==> config.mk <==
export PLATFORM = sky130hd
export DESIGN_NAME = lc3b_muldiv_unit
export DESIGN_NICKNAME = d
export VERILOG_FILES = /design/src/rtl/lc3b_muldiv_unit.sv
export SDC_FILE = /design/constraint.sdc
export NUM_CORES = 1
export LEC_CHECK = 0
export ABC_AREA = 1
export BUFFER_PORTS_ARGS = -buffer_cell sky130_fd_sc_hd__buf_4
export CORE_MARGIN = 4
export CORE_UTILIZATION = 60
export CTS_BUF_LIST = sky130_fd_sc_hd__clkbuf_8 sky130_fd_sc_hd__clkbuf_16
export DETAILED_ROUTE_END_ITERATION = 10
export GPL_ROUTABILITY_DRIVEN = 0
export PLACE_DENSITY = 0.89
export SYNTH_ARGS = -nofsm -noshare
export SYNTH_HDL_FRONTEND = slang
export SYNTH_SLANG_ARGS = --single-unit
==> constraint.sdc <==
create_clock -name clk -period 2.7 [get_ports clk]
set_clock_uncertainty 0.05 [all_clocks]
set_input_delay 0.405 -clock clk [delete_from_list [all_inputs] [get_ports clk]]
set_output_delay 0.405 -clock clk [all_outputs]
set_load 0.01 [all_outputs]
==> src/rtl/lc3b_muldiv_unit.sv <==
// Purpose: iterative radix-2 multiply (shift-add) / restoring divide, signed or unsigned, for the EX stage.
// Latency: fixed WIDTH+2 cycles from accepted start to the one-cycle done pulse, for every op.
// Backpressure: busy=1 during CALC/FIX; start is dropped while busy, flush aborts to IDLE.
// Ports: clk/reset_n (async active-low); start, op (00 umul, 01 smul, 10 udiv, 11 sdiv), flush,
//        operand_a (multiplicand/dividend), operand_b (multiplier/divisor) in;
//        busy, done, result_lo (product low / quotient), result_hi (product high / remainder), div_by_zero out.
module lc3b_muldiv_unit #(
  parameter int WIDTH          = 16,
  parameter bit SIGNED_SUPPORT = 1'b1
) (
  input  logic             clk,
  input  logic             reset_n,
  input  logic             start,
  input  logic [1:0]       op,
  input  logic             flush,
  input  logic [WIDTH-1:0] operand_a,
  input  logic [WIDTH-1:0] operand_b,
  output logic             busy,
  output logic             done,
  output logic [WIDTH-1:0] result_lo,
  output logic [WIDTH-1:0] result_hi,
  output logic             div_by_zero
);

  localparam int CW = $clog2(WIDTH + 1);
  localparam logic [CW-1:0] CNT_LOAD = CW'(WIDTH);
  localparam logic [CW-1:0] CNT_ONE  = CW'(1);

  localparam logic [1:0] S_IDLE = 2'd0;
  localparam logic [1:0] S_CALC = 2'd1;
  localparam logic [1:0] S_FIX  = 2'd2;
  localparam logic [1:0] S_DONE = 2'd3;

  logic [1:0]       state;
  logic [CW-1:0]    cnt;
  logic             is_div;
  logic             neg_res;   // quotient / product must be negated
  logic             neg_rem;   // remainder takes the dividend sign
  logic             dbz;
  // acc: product high half / partial remainder. lo_reg: multiplier / dividend shifting into quotient.
  logic [WIDTH-1:0] acc;
  logic [WIDTH-1:0] lo_reg;
  logic [WIDTH-1:0] opnd;      // multiplicand or divisor magnitude
  logic [WIDTH-1:0] raw_a;     // unmodified dividend, returned as remainder on divide by zero

  logic             signed_op;
  logic             a_neg;
  logic             b_neg;
  logic [WIDTH-1:0] a_mag;
  logic [WIDTH-1:0] b_mag;
  logic             accept;

  logic [WIDTH-1:0]   mul_addend;
  logic [WIDTH:0]     mul_sum;
  logic [WIDTH:0]     div_sh;
  logic [WIDTH-1:0]   div_diff;
  logic               div_ge;
  logic [2*WIDTH-1:0] prod;

  assign busy = (state == S_CALC) || (state == S_FIX);
  assign done = (state == S_DONE);

  always_comb begin
    signed_op = SIGNED_SUPPORT && op[0];
    a_neg     = signed_op && operand_a[WIDTH-1];
    b_neg     = signed_op && operand_b[WIDTH-1];
    a_mag     = a_neg ? -operand_a : operand_a;
    b_mag     = b_neg ? -operand_b : operand_b;
    accept    = start && !flush && ((state == S_IDLE) || (state == S_DONE));
  end

  always_comb begin
    mul_addend = lo_reg[0] ? opnd : '0;
    mul_sum    = {1'b0, acc} + {1'b0, mul_addend};
    div_sh     = {acc, lo_reg[WIDTH-1]};
    div_ge     = (div_sh >= {1'b0, opnd});
    // When the trial subtract succeeds the true difference is below the divisor, so WIDTH bits suffice.
    div_diff   = div_sh[WIDTH-1:0] - opnd;
    prod       = {acc, lo_reg};
  end

  always_ff @(posedge clk or negedge reset_n) begin
    if (!reset_n) begin
      state       <= S_IDLE;
      cnt         <= '0;
      is_div      <= 1'b0;
      neg_res     <= 1'b0;
      neg_rem     <= 1'b0;
      dbz         <= 1'b0;
      acc         <= '0;
      lo_reg      <= '0;
      opnd        <= '0;
      raw_a       <= '0;
      result_lo   <= '0;
      result_hi   <= '0;
      div_by_zero <= 1'b0;
    end else begin
      case (state)
        S_IDLE, S_DONE: begin
          if (accept) begin
            state   <= S_CALC;
            cnt     <= CNT_LOAD;
            is_div  <= op[1];
            neg_res <= a_neg ^ b_neg;
            neg_rem <= a_neg;
            dbz     <= op[1] && (operand_b == '0);
            acc     <= '0;
            lo_reg  <= op[1] ? a_mag : b_mag;
            opnd    <= op[1] ? b_mag : a_mag;
            raw_a   <= operand_a;
          end else begin
            state <= S_IDLE;
          end
        end
        S_CALC: begin
          if (flush) begin
            state <= S_IDLE;
          end else begin
            if (is_div) begin
              acc    <= div_ge ? div_diff : div_sh[WIDTH-1:0];
              lo_reg <= {lo_reg[WIDTH-2:0], div_ge};
            end else begin
              acc    <= mul_sum[WIDTH:1];
              lo_reg <= {mul_sum[0], lo_reg[WIDTH-1:1]};
            end
            cnt <= cnt - CNT_ONE;
            if (cnt == CNT_ONE) begin
              state <= S_FIX;
            end
          end
        end
        S_FIX: begin
          if (flush) begin
            state <= S_IDLE;
          end else begin
            state       <= S_DONE;
            div_by_zero <= dbz;
            if (dbz) begin
              result_lo <= '1;
              result_hi <= raw_a;
            end else if (is_div) begin
              // MIN_INT / -1 needs no special case: both signs negative, magnitude wraps to MIN_INT.
              result_lo <= neg_res ? -lo_reg : lo_reg;
              result_hi <= neg_rem ? -acc : acc;
            end else begin
              {result_hi, result_lo} <= neg_res ? -prod : prod;
            end
          end
        end
        default: state <= S_IDLE;
      endcase
    end
  end

endmodule
=== Word-level counts from Yosys, hierarchy flattened ===
Index checks and enable logic that the tools add are counted.

* Add/subtract/negate cells: 8
* Magnitude comparators: 1
* Equal/unequal tests: 7
* Muxes and demuxes: 29
* Bitwise operators: 2
* Reductions and logical operators: 15

{| class="wikitable"
|+ Operators by type and width
! operator !! number
|-
| $mux W16 || 18
|-
| $neg A16 Y16 || 4
|-
| $pmux W16 S2 || 2
|-
| $mux W32 || 1
|-
| $neg A32 Y32 || 1
|-
| $add A16 B16 Y17 || 1
|-
| $ge A17 B16 Y1 || 1
|-
| $logic_not A16 Y1 || 1
|-
| $sub A16 B16 Y16 || 1
|-
| $mux W5 || 2
|-
| $pmux W5 S2 || 1
|-
| $mux W2 || 3
|-
| $pmux W2 S3 || 1
|-
| $eq A5 B1 Y1 const B || 1
|-
| $logic_and A1 B1 Y1 || 5
|-
| $sub A5 B1 Y5 const B || 1
|-
| $eq A2 B2 Y1 const B || 2
|-
| $ne A2 B2 Y1 const B || 2
|-
| $reduce_and A2 Y1 || 2
|-
| $ne A3 B2 Y1 const B || 1
|-
| $reduce_and A3 Y1 || 1
|-
| $eq A2 B1 Y1 const B || 1
|-
| $logic_not A2 Y1 || 1
|-
| $logic_or A1 B1 Y1 || 2
|-
| other kinds (6) || 6
|}

* Register bits: 108
* Bits of input ports: 38
* Logic and storage cells: 75

=== Depth between registers and ports, before layout ===
Gate-level depths: netlist of the first run.

* Depth after elaboration: 5
* Depth in mapped cells: 18
* Gate-level depth less buffers: 16

=== Worst setup path before layout of the first run ===
Ideal clock, no wire load.

* Kind: register to register
* From: reg lo_reg[0]
* To: reg acc[9]
* Arrival: 2,175 ps
* Path slack: 358 ps
* Cell stages (with the launch flop): 18
* Buffers on the path: 2
* Clock period less this slack: 2,342 ps
* Path through: dfrtp_1 -> buf_2 -> buf_1 -> nand2_1 -> inv_1 -> ha_1 -> inv_1 -> fa_1 -> inv_1 -> nand3_1 -> nand2_1 -> a21oi_1 -> nor2_1 -> nor2_1 -> nand2_1 -> nand3_1 -> nand3_1 -> nand2_1

* Cells in the longest elaborated chain, start to end: 5

{| class="wikitable"
|+ RTL lines
! element !! line !! text
|-
| start: declaration || 42 || <nowiki>logic [WIDTH-1:0] lo_reg;</nowiki>
|-
| start signal: assignment || 108 || <nowiki>lo_reg <= op[1] ? a_mag : b_mag;</nowiki>
|-
| start signal: assignment || 121 || <nowiki>lo_reg <= {lo_reg[WIDTH-2:0], div_ge};</nowiki>
|-
| start signal: assignment || 124 || <nowiki>lo_reg <= {mul_sum[0], lo_reg[WIDTH-1:1]};</nowiki>
|-
| $mux W16 || 73 || <nowiki>mul_addend = lo_reg[0] ? opnd : '0;</nowiki>
|-
| $add A16 B16 Y17 || 74 || <nowiki>mul_sum = {1'b0, acc} + {1'b0, mul_addend};</nowiki>
|-
| $mux W16 || 119 || <nowiki>if (is_div) begin</nowiki>
|-
| $mux W16 || 116 || <nowiki>if (flush) begin</nowiki>
|-
| $pmux W16 S2 || 98 || <nowiki>case (state)</nowiki>
|-
| end signal: assignment || 120 || <nowiki>acc <= div_ge ? div_diff : div_sh[WIDTH-1:0];</nowiki>
|-
| end signal: assignment || 123 || <nowiki>acc <= mul_sum[WIDTH:1];</nowiki>
|-
| end: declaration || 41 || <nowiki>logic [WIDTH-1:0] acc;</nowiki>
|}

Every way passes these cells. The select of a mux whose other input is x is not followed.
A chain may end at the register's enable or synchronous reset.

=== Worst setup path after layout of the first run ===
* From: reg lo_reg[0]
* To: reg acc[10]

The elaborated chain is that of the path after synthesis.

==> impl_metrics.csv, run 1 <==
group,metric,value,unit
logic_synthesis,synth-warning-count,0,
logic_synthesis,synth_fa_ha_area_frac,0.0603,
grt,grt_pass1_wl,47.7,mm
logic_synthesis,synth.area.mux_share,0,
placement,hpwlAfterDp,23.1,mm
clock_network,path_clk_slew,0.08,ns
logic_synthesis,avgSynthCellArea,6.33,sq um
route,antenna_left,0,
route,drc,0,
worst_setup_path,reg2reg_from,"lo_reg[0]",
route,via_per_inst,6.08,
route,first_pass_iters,9,
floorplanning,fp-row-count,44,
floorplanning,die_height,132,microns
timing,finalHoldViolCount,0,
worst_setup_path,crit_required,2.91,ns
finish,drive_above_1_share,0.103,
clock_network,cts_buffers,9,
worst_setup_path,path_class,"reg2reg",
pwr,power_leakage,5.66,nW
timing,setup_violations,0,
worst_setup_path,crit_arrival,2.70,ns
route,num_vias,10400,
logic_synthesis,synth_xor_area_frac,0.0258,
worst_setup_path,worstSetupStartpointType,"flop",
clock_network,clock_latency,0.36,ns
timing,tightestPinTransition,0.643,ns
finish,nets,1604,
grt,grt_max_degree,49,
floorplanning,die_area,0.0173,sq mm
grt,antenna_found_initial,0,
logic_synthesis,synth_top_family_by_area,"simple AND/OR/NAND/NOR gates",
pwr,p_sw_frac,0.468,
logic_synthesis,synth_seq_cells,108,
clock_network,postCtsSetupRepairBufs,0,
worst_setup_path,cp_max_fo,14,
run_status,status,"complete, no violations",
worst_setup_path,reg2reg_slack,0.21,ns
floorplanning,fp.dieW,132,microns
timing,fmax,401,MHz
grt,grt_pass1_vias,9272,
pwr,combPwrFrac,0.513,
logic_synthesis,ys_seq_area_frac,0.294,
clock_network,ctsHtreeMaxLevel,3,
route,dr.first_iter.drc_count,1807,
route,routed_wl,29.9,mm
logic_synthesis,synthCells,1450,
pwr,intPower,4.36,mW
finish,syn2layout_area_growth,12.8,%
timing,drv_slew,0,
min_path,hold_path_class,"in2async",
finish,layout_commonest_cell,"nand2_1",
worst_setup_path,crit_start,"lo_reg[0]",
worst_setup_path,worstReg2RegEnd,"acc[10]",
grt,grt_overflow,0,
worst_setup_path,timing.critical_path.to,"acc[10]",
clock_network,cts_sinks,108,
clock_network,root_buffer,"clkbuf_16",
pwr,power_density,791,mW/mm^2
worst_setup_path,slowest_delay,0.44,ns
worst_setup_path,ff2ff_path_depth,15,
worst_setup_path,slowest_stage,"dfrtp_1",
timing,layout_min_cycle_time,2.49,ns
floorplanning,start_util,0.622,
floorplanning,core_area,0.0148,sq mm
clock_network,cts_tree,"built",
finish,fillers,1220,
worst_setup_path,crit_chain,"buf_6 > nand2_1 > inv_1 > ha_1 > nand2_1 > inv_1 > a21oi_1 > nand2_1 > nand2_1 > nand2_1 > nand2_1 > nand2_1 > or2_2 > nand3_1 > nand2_1",
grt,grt.total_usage,0.338,
timing,maxSlewHeadroom,0.572,
logic_synthesis,synth-simple-area-share,0.375,
logic_synthesis,syn_nets,1531,
placement,port_buffers,72,
clock_network,max-clock-path-buffers,2,
pwr,p_switching,3.83,mW
floorplanning,pin_count,73,
route,wire_per_inst,17.4,microns
timing,fin_setup_tns,0,ns
pwr,pwr-share-seq,0.309,
placement,pre_cts_ws,0.250,ns
timing,rsz0062_at_grt,"no",
timing,finalCritPeriodShare,0.924,
finish,diodes,0,
worst_setup_path,endpoint_kind,"flop",
logic_synthesis,synth.distinct_cells,44,
worst_setup_path,cpMostUsedCell,"nand2_1",
pwr,pwr-share-clk,0.177,
logic_synthesis,netlist_area,0.00918,sq mm
logic_synthesis,synth-compound-area-share,0.133,
flow_run,max-cap-violations,0,
pwr,peakVddDrop,0.392,mV
timing,worst_slack,0.206,ns
finish,final_cell_mix,"nand2_1 (429), inv_1 (208), nand3_1 (168), nor2_1 (108), dfrtp_1 (108)",
[power groups by stage]
stage / combinational [mW] / clock (mW) / sequential (mW)
CTS: 4.09 / 1.45 / 2.50
global route: 4.63 / 1.51 / 2.57
floorplan: 2.69 / 0 / 2.49
finish: 4.20 / 1.45 / 2.53
detailed placement: 4.03 / 0 / 2.53
global placement: 3.92 / 0 / 2.50
[metrics by stage]
step           utilization  cell area [sq um]  std cells  hold WS, ns  power, mW
2_1_floorplan            -               9180       1450       0.0594       5.18
3_3_place_gp         0.679              10000       1696        0.400       6.42
3_5_place_dp         0.679              10000       1696        0.401       6.56
4_1_cts              0.701              10300       1712       0.0183       8.04
5_1_grt              0.701              10300       1712       0.0514       8.71
6_report             0.701              10300       1712      0.00212       8.18
[layer usage]
metal / global-route usage / routed length [microns] / vias up / part of all wire
li1: - / - / 4835 / -
met1: 0.469 / 11600 / 4720 / 0.39
met2: 0.502 / 12800 / 753 / 0.43
met3: 0.0726 / 4010 / 101 / 0.13
met4: 0.166 / 1420 / 0 / 0.048
met5: 0 / 0 / - / 0
[kinds of logic (layout without fill, tap and decap cells)]
kind of cell	Yosys count	after routing
AND/OR/NAND/NOR	789	789
buffers and inverters	264	342
AO/OA/AOI/OAI	219	219
flip-flops	108	108
adder cells (fa/ha/maj)	43	43
XOR/XNOR	27	27
[final cells by class]
class / count / area [sq um] / area share
Multi-Input combinational cell: 1078 / 5450 / 0.526
Sequential cell: 108 / 2700 / 0.261
Inverter: 220 / 828 / 0.0800
Timing Repair Buffer: 106 / 812 / 0.0785
Tap cell: 184 / 230 / 0.0222
Clock buffer: 9 / 225 / 0.0218
Clock inverter: 7 / 103 / 0.00991
[worst min-delay path by stage]
stage                     startpoint       end  slack (ns)  depth (start not counted)
after floorplan              reset_n    acc[0]        0.06                          0
after global placement       reset_n  opnd[14]        0.40                          1
after detailed placement     reset_n  opnd[14]        0.40                          1
after CTS                    reset_n  opnd[14]        0.02                          1
after global routing         reset_n  opnd[14]        0.05                          1
final                        reset_n  opnd[14]       0.002                          1
[synthesized netlist by cell type]
library cell | instances | share of area
and3_1 | 1 | 0.00068
clkinv_1 | 4 | 0.0016
nand2_8 | 1 | 0.0022
nor2_2 | 6 | 0.0041
o22a_1 | 2 | 0.0019
buf_2 | 14 | 0.0076
fa_1 | 2 | 0.0044
nand3_1 | 168 | 0.092
dfrtp_1 | 108 | 0.29
nor3_1 | 20 | 0.011
or2_0 | 2 | 0.0014
a21oi_1 | 66 | 0.036
nand2_2 | 5 | 0.0034
buf_6 | 2 | 0.0025
o211ai_1 | 12 | 0.0098
and2_1 | 2 | 0.0014
ha_1 | 41 | 0.056
clkbuf_1 | 20 | 0.0082
inv_4 | 1 | 0.00068
nor2_8 | 1 | 0.0022
nand3b_1 | 12 | 0.0098
o22ai_1 | 4 | 0.0027
inv_1 | 208 | 0.085
buf_1 | 7 | 0.0029
inv_2 | 7 | 0.0029
clkbuf_2 | 1 | 0.00054
nor2_1 | 108 | 0.044
o21ai_0 | 91 | 0.050
o221ai_1 | 4 | 0.0038
nand4_1 | 22 | 0.015
nand2_1 | 429 | 0.18
a21o_1 | 1 | 0.00082
o32ai_1 | 1 | 0.00095
a31oi_1 | 10 | 0.0068
o21bai_1 | 9 | 0.0074
a22oi_1 | 7 | 0.0057
nand2_4 | 2 | 0.0025
nand3_2 | 1 | 0.0011
nor2_4 | 5 | 0.0061
xor2_1 | 23 | 0.022
a21oi_2 | 2 | 0.0019
or2_2 | 4 | 0.0027
xnor2_1 | 4 | 0.0038
o21ai_1 | 10 | 0.0055
[worst max-delay path, delay by kind of cell, from the launching register on]
| kind | cells | cell delay (ns) |
|---|---|---|
| simple gates | 10 | 1.04 |
| flops | 1 | 0.44 |
| compound gates | 1 | 0.16 |
| fa+ha+maj | 1 | 0.34 |
| buf+inv | 3 | 0.35 |
[repair_timing]
item	4_1_cts	5_1_grt
setup endpoints to repair	0	1
resized for setup	0	1
hold buffers	0	0
(Power assumes the default switching activity.)
==> run 2: changes to the inputs <==
--- a/config.mk
+++ b/config.mk
@@ -7,12 +7,14 @@
 export LEC_CHECK = 0
 export ABC_AREA = 1
 export BUFFER_PORTS_ARGS = -buffer_cell sky130_fd_sc_hd__buf_4
+export CELL_PAD_IN_SITES_DETAIL_PLACEMENT = 0
+export CELL_PAD_IN_SITES_GLOBAL_PLACEMENT = 1
 export CORE_MARGIN = 4
-export CORE_UTILIZATION = 60
+export CORE_UTILIZATION = 44
 export CTS_BUF_LIST = sky130_fd_sc_hd__clkbuf_8 sky130_fd_sc_hd__clkbuf_16
 export DETAILED_ROUTE_END_ITERATION = 10
 export GPL_ROUTABILITY_DRIVEN = 0
-export PLACE_DENSITY = 0.89
+export PLACE_DENSITY = 0.91
 export SYNTH_ARGS = -nofsm -noshare
 export SYNTH_HDL_FRONTEND = slang
 export SYNTH_SLANG_ARGS = --single-unit
==> run 2 against run 1 <==
Net effect: clock power barely moved; sequential power is essentially flat; routed wire length is 3.6% higher; cell count is 5.3% higher; design area up 1.2%; via count is 5.6% lower; die area grew 34%; total power fell by 1.0%; core utilization down 19 points; critical path depth decreased by 2.
==> impl_metrics.csv, run 2 (synthesis results as in run 1) <==
group,metric,value,unit
finish,diodes,0,
worst_setup_path,path_buf_inv,2,
route,dr.first_iter.drc_count,1008,
route,routed_wl,30.9,mm
finish,layout_commonest_cell,"nand2_1",
grt,grt.total_usage,0.263,
timing,fin_setup_tns,0,ns
worst_setup_path,cp_max_fo,7,
worst_setup_path,cpMostUsedCell,"nand2_1",
grt,grt_pass1_vias,9142,
route,wire_per_inst,17.2,microns
grt,grt_max_degree,48,
worst_setup_path,path_class,"reg2reg",
floorplanning,die_area,0.0232,sq mm
pwr,power_density,773,mW/mm^2
clock_network,root_buffer,"clkbuf_16",
finish,nets,1609,
finish,final_cell_mix,"nand2_1 (429), inv_1 (209), nand3_1 (167), buf_4 (109)",
floorplanning,fp.dieW,152,microns
grt,grt_pass1_wl,49.4,mm
timing,drv_slew,0,
clock_network,cts_sinks,108,
clock_network,postCtsSetupRepairBufs,0,
worst_setup_path,crit_arrival,2.66,ns
grt,antenna_found_initial,0,
floorplanning,fp-row-count,52,
clock_network,clock_latency,0.37,ns
placement,placed_cell_area,0.0102,sq mm
route,via_per_inst,5.45,
route,first_pass_iters,6,
finish,stdcell_area,0.0105,sq mm
clock_network,ctsHtreeMaxLevel,3,
min_path,hold_path_class,"in2reg",
worst_setup_path,ff2ff_path_depth,13,
route,antenna_left,0,
timing,tightestPinTransition,0.561,ns
worst_setup_path,worst_path_dominant_cell_family,"simple AND/OR/NAND/NOR gates",
floorplanning,start_util,0.451,
worst_setup_path,slowest_stage,"dfrtp_1",
clock_network,cts_tree,"built",
worst_setup_path,endpoint_kind,"flop",
finish,syn2layout_area_growth,14.2,%
clock_network,path_clk_slew,0.08,ns
worst_setup_path,crit_chain,"ha_1 > inv_1 > fa_1 > inv_1 > nand3_1 > nand2_1 > nand2_1 > nand2_1 > a21oi_1 > o21ai_0 > nand2_1 > nand3b_1 > nand2_1",
grt,grt_overflow,0,
pwr,power_leakage,5.68,nW
finish,finalCoreUtilization,0.514,
timing,maxSlewHeadroom,0.626,
floorplanning,die_height,152,microns
timing,finalCritPeriodShare,0.899,
pwr,peakVddDrop,0.332,mV
worst_setup_path,worstSetupStartpointType,"flop",
finish,drive_above_1_share,0.105,
timing,setup_violations,0,
clock_network,ctsResizeCount,0,
clock_network,cts_buffers,9,
route,drc,0,
placement,hpwlAfterDp,24.9,mm
flow_run,max-cap-violations,0,
timing,layout_min_cycle_time,2.43,ns
floorplanning,core_area,0.0204,sq mm
placement,port_buffers,72,
timing,fmax,412,MHz
timing,rsz0062_at_grt,"no",
min_path,hold_depth,2,
floorplanning,pin_count,73,
worst_setup_path,cp.depth,13,
clock_network,max-clock-path-buffers,2,
route,num_vias,9827,
run_status,status,"complete, no violations",
finish,fillers,2095,
worst_setup_path,crit_required,2.94,ns
timing,finalHoldViolCount,0,
worst_setup_path,slowest_delay,0.60,ns
## run 2: final timing paths
path,start,endpoint,slack [ns]
worst max register to register,acc[0],acc[7],0.27
max in group asynchronous,reset_n,opnd[8],1.40
worst min register to register,result_hi[4],result_hi[4],0.45
worst max-delay path,acc[0],acc[7],0.27
min in group asynchronous,reset_n,acc[8],0.51
worst min-delay path,operand_b[15],neg_res,0.29
## run 2: timing repair
action,4_1_cts,5_1_grt
hold buffers,1,0
endpoints found under the hold margin,34,0
setup endpoints to repair,0,0
## run 2: layout make-up
cell class,count,area [sq um],area share
multi-input cells,1078,5450,0.520
well taps,270,338,0.0322
clock buffers,9,225,0.0215
clock inverters,7,81.3,0.00776
inverters,220,828,0.0791
repair buffers,111,848,0.0810
flip-flops and latches,108,2700,0.258
## run 2: power breakdown
part / switching (mW) / internal (mW)
clock: 0.680 / 0.738
sequential: 0.463 / 2.07
combinational: 2.60 / 1.55
## run 2: metrics by stage
stage / power, mW / setup slack [ns] / instances / hold WS, ns
2_1_floorplan: 5.18 / 0.358 / 1450 / 0.0594
3_3_place_gp: 6.60 / 0.347 / 1786 / 0.368
3_5_place_dp: 6.63 / 0.325 / 1786 / 0.372
4_1_cts: 8.07 / 0.307 / 1803 / 0.269
5_1_grt: 8.73 / 0.0938 / 1803 / 0.296
6_report: 8.10 / 0.272 / 1803 / 0.287
## run 2: routing by layer
layer	track usage	up-vias	wire length [microns]
li1	-	4836	-
met1	0.393	4567	14300
met2	0.392	376	13200
met3	0.0420	48	2540
met4	0.0806	0	852
met5	0	-	0
==> run 3: changes to the inputs <==
--- a/config.mk
+++ b/config.mk
@@ -6,15 +6,15 @@
 export NUM_CORES = 1
 export LEC_CHECK = 0
 export ABC_AREA = 1
-export BUFFER_PORTS_ARGS = -buffer_cell sky130_fd_sc_hd__buf_4
 export CELL_PAD_IN_SITES_DETAIL_PLACEMENT = 0
 export CELL_PAD_IN_SITES_GLOBAL_PLACEMENT = 1
 export CORE_MARGIN = 4
-export CORE_UTILIZATION = 44
+export CORE_UTILIZATION = 46
 export CTS_BUF_LIST = sky130_fd_sc_hd__clkbuf_8 sky130_fd_sc_hd__clkbuf_16
 export DETAILED_ROUTE_END_ITERATION = 10
+export DONT_BUFFER_PORTS = 1
 export GPL_ROUTABILITY_DRIVEN = 0
-export PLACE_DENSITY = 0.91
+export PLACE_DENSITY = 0.9
 export SYNTH_ARGS = -nofsm -noshare
 export SYNTH_HDL_FRONTEND = slang
 export SYNTH_SLANG_ARGS = --single-unit
==> run 3 against run 2 <==
Net effect: the flow now finishes with violations (negative hold slack); count of clock-buffer cells in the layout unchanged; design area is 5.6% lower; register-to-register slack worse by 0.03 ns; highest routed layer unchanged; critical path depth grew 2; core utilization fell by 0.80 points.
==> impl_metrics.csv, run 3 (synthesis results as in run 1) <==
group,metric,value,unit
timing,finalHoldViolCount,108,
grt,grt_overflow,0,
route,routed_wl,30.7,mm
timing,tightestPinTransition,0.567,ns
min_path,hold_path_class,"in2async",
route,wire_per_inst,17.8,microns
timing,layout_min_cycle_time,2.46,ns
floorplanning,fp-row-count,51,
floorplanning,core_area,0.0195,sq mm
clock_network,cts_tree,"built",
clock_network,max-clock-path-buffers,2,
route,met3_wirelength,3.14,mm
pwr,peakVddDrop,0.310,mV
route,highest_layer,"met4",
floorplanning,fp.dieW,149,microns
worst_setup_path,crit_arrival,2.66,ns
finish,multiInputGateArea,0.00546,sq mm
placement,dp.cells,1706,
route,antenna_left,0,
run_status,status,"finished, violations left",
worst_setup_path,worstSetupStartpointType,"flop",
worst_setup_path,path_class,"reg2reg",
clock_network,root_buffer,"clkbuf_16",
finish,final_cell_mix,"nand2_1 (429), inv_1 (208), nand3_1 (167), nor2_1 (108), dfrtp_1 (107)",
run_status,violations,"negative hold slack",
timing,drv_slew,0,
worst_setup_path,cp_max_fo,13,
route,wl_met2,13.3,mm
worst_setup_path,path_buf_inv,3,
clock_network,cts_buffers,9,
worst_setup_path,crit_required,2.90,ns
route,drc,0,
finish,fillers,2036,
grt,antenna_found_initial,0,
worst_setup_path,reg2reg_slack,0.24,ns
placement,hpwlAfterDp,24.4,mm
worst_setup_path,cpMostUsedCell,"nand2_1",
floorplanning,die_height,149,microns
clock_network,cts_sinks,108,
grt,grt_pass1_vias,8702,
grt,grt_max_degree,109,
clock_network,path_clk_slew,0.08,ns
timing,rsz0062_at_grt,"no",
pwr,power_leakage,5.29,nW
timing,setup_violations,0,
floorplanning,die_area,0.0223,sq mm
worst_setup_path,worst_path_dominant_cell_family,"simple AND/OR/NAND/NOR gates",
timing,fin_setup_tns,0,ns
timing,finalCritPeriodShare,0.911,
finish,seqCellArea,0.00270,sq mm
finish,diodes,0,
grt,grt_pass1_wl,47.5,mm
route,dr.first_iter.drc_count,887,
route,num_vias,9588,
route,first_pass_iters,6,
finish,instances_no_fill,1722,
floorplanning,pin_count,73,
clock_network,postCtsSetupRepairBufs,0,
grt,grt.total_usage,0.273,
clock_network,ctsHtreeMaxLevel,3,
flow_run,max-cap-violations,0,
finish,syn2layout_area_growth,7.74,%
clock_network,clock_latency,0.36,ns
pwr,power_density,779,mW/mm^2
finish,nets,1533,
finish,layout_commonest_cell,"nand2_1",
route,met1_length,13.7,mm
worst_setup_path,slowest_delay,0.45,ns
finish,drive_above_1_share,0.0611,
worst_setup_path,slowest_stage,"dfrtp_1",
placement,port_buffers,0,
worst_setup_path,endpoint_kind,"flop",
route,via_per_inst,5.57,
timing,maxSlewHeadroom,0.622,
timing,fin_hold_ws,-0.306,ns
worst_setup_path,crit_chain,"buf_4 > nand2_1 > inv_1 > ha_1 > nand2_1 > inv_1 > a21oi_1 > nand2_1 > nand2_1 > nand2_1 > nand2_1 > nand2_1 > or2_2 > nand3_1 > nand2_1",
timing,fmax,407,MHz
floorplanning,start_util,0.470,
==> run 3: cell types whose count changed in the layout (fill, tap and decap cells not counted), sizes merged <==
cell,delta
buf,-75
bufinv,-1
clkinv,+4
dlygate4sd3,-1
inv,-3
==> run 3: stage by stage <==
stage	worst slack [ns]	utilization	cell area, sq um	power, mW
floorplan	0.358	-	9180	5.18
global placement	0.271	0.491	9580	6.22
detailed placement	0.234	0.491	9580	6.26
CTS	0.207	0.506	9880	7.64
global route	0.0899	0.506	9890	8.26
finish	0.240	0.506	9890	7.70
==> run 3: worst register-to-register path, cell delays in order, from the launching register on <==
cell     delay (ns)
dfrtp_1        0.45
buf_4          0.25
nand2_1        0.09
inv_1          0.10
ha_1           0.29
nand2_1        0.11
inv_1          0.07
a21oi_1        0.15
nand2_1        0.15
nand2_1        0.09
nand2_1        0.06
nand2_1        0.06
nand2_1        0.04
or2_2          0.27
nand3_1        0.08
nand2_1        0.05
==> run 3: path summary, 6_finish.rpt <==
kind	from	to	cells past startpoint
min in group clk	operand_b[15]	neg_res	1
max reg2reg	lo_reg[0]	acc[10]	15
min	reset_n	opnd[11]	0
min reg2reg	opnd[5]	opnd[5]	2
max in group asynchronous	reset_n	result_hi[12]	0
max	lo_reg[0]	acc[10]	15
==> run 3: power by group <==
group | switching [mW] | leakage (nW) | internal (mW) | total, mW
Combinational | 2.38 | 3.77 | 1.27 | 3.65
Sequential | 0.607 | 1.37 | 2.07 | 2.68
Clock | 0.718 | 0.145 | 0.660 | 1.38
==> run 3: area by class of cell <==
type,count,share of cell area
Multi-Input combinational cell,1078,0.552
Sequential cell,108,0.273
Inverter,220,0.0838
Tap cell,265,0.0335
Timing Repair Buffer,35,0.0266
Clock buffer,9,0.0228
Clock inverter,7,0.00810
==> run 3: repair_timing <==
item,4_1_cts,5_1_grt
hold endpoints to repair,108,108
resized for setup,0,2
setup endpoints to repair,0,1
==> run 3: per-layer routing <==
metal | GRT usage | up-vias
li1 | - | 4688
met1 | 0.399 | 4448
met2 | 0.408 | 417
met3 | 0.0702 | 35
met4 | 0.0590 | 0
met5 | 0 | -
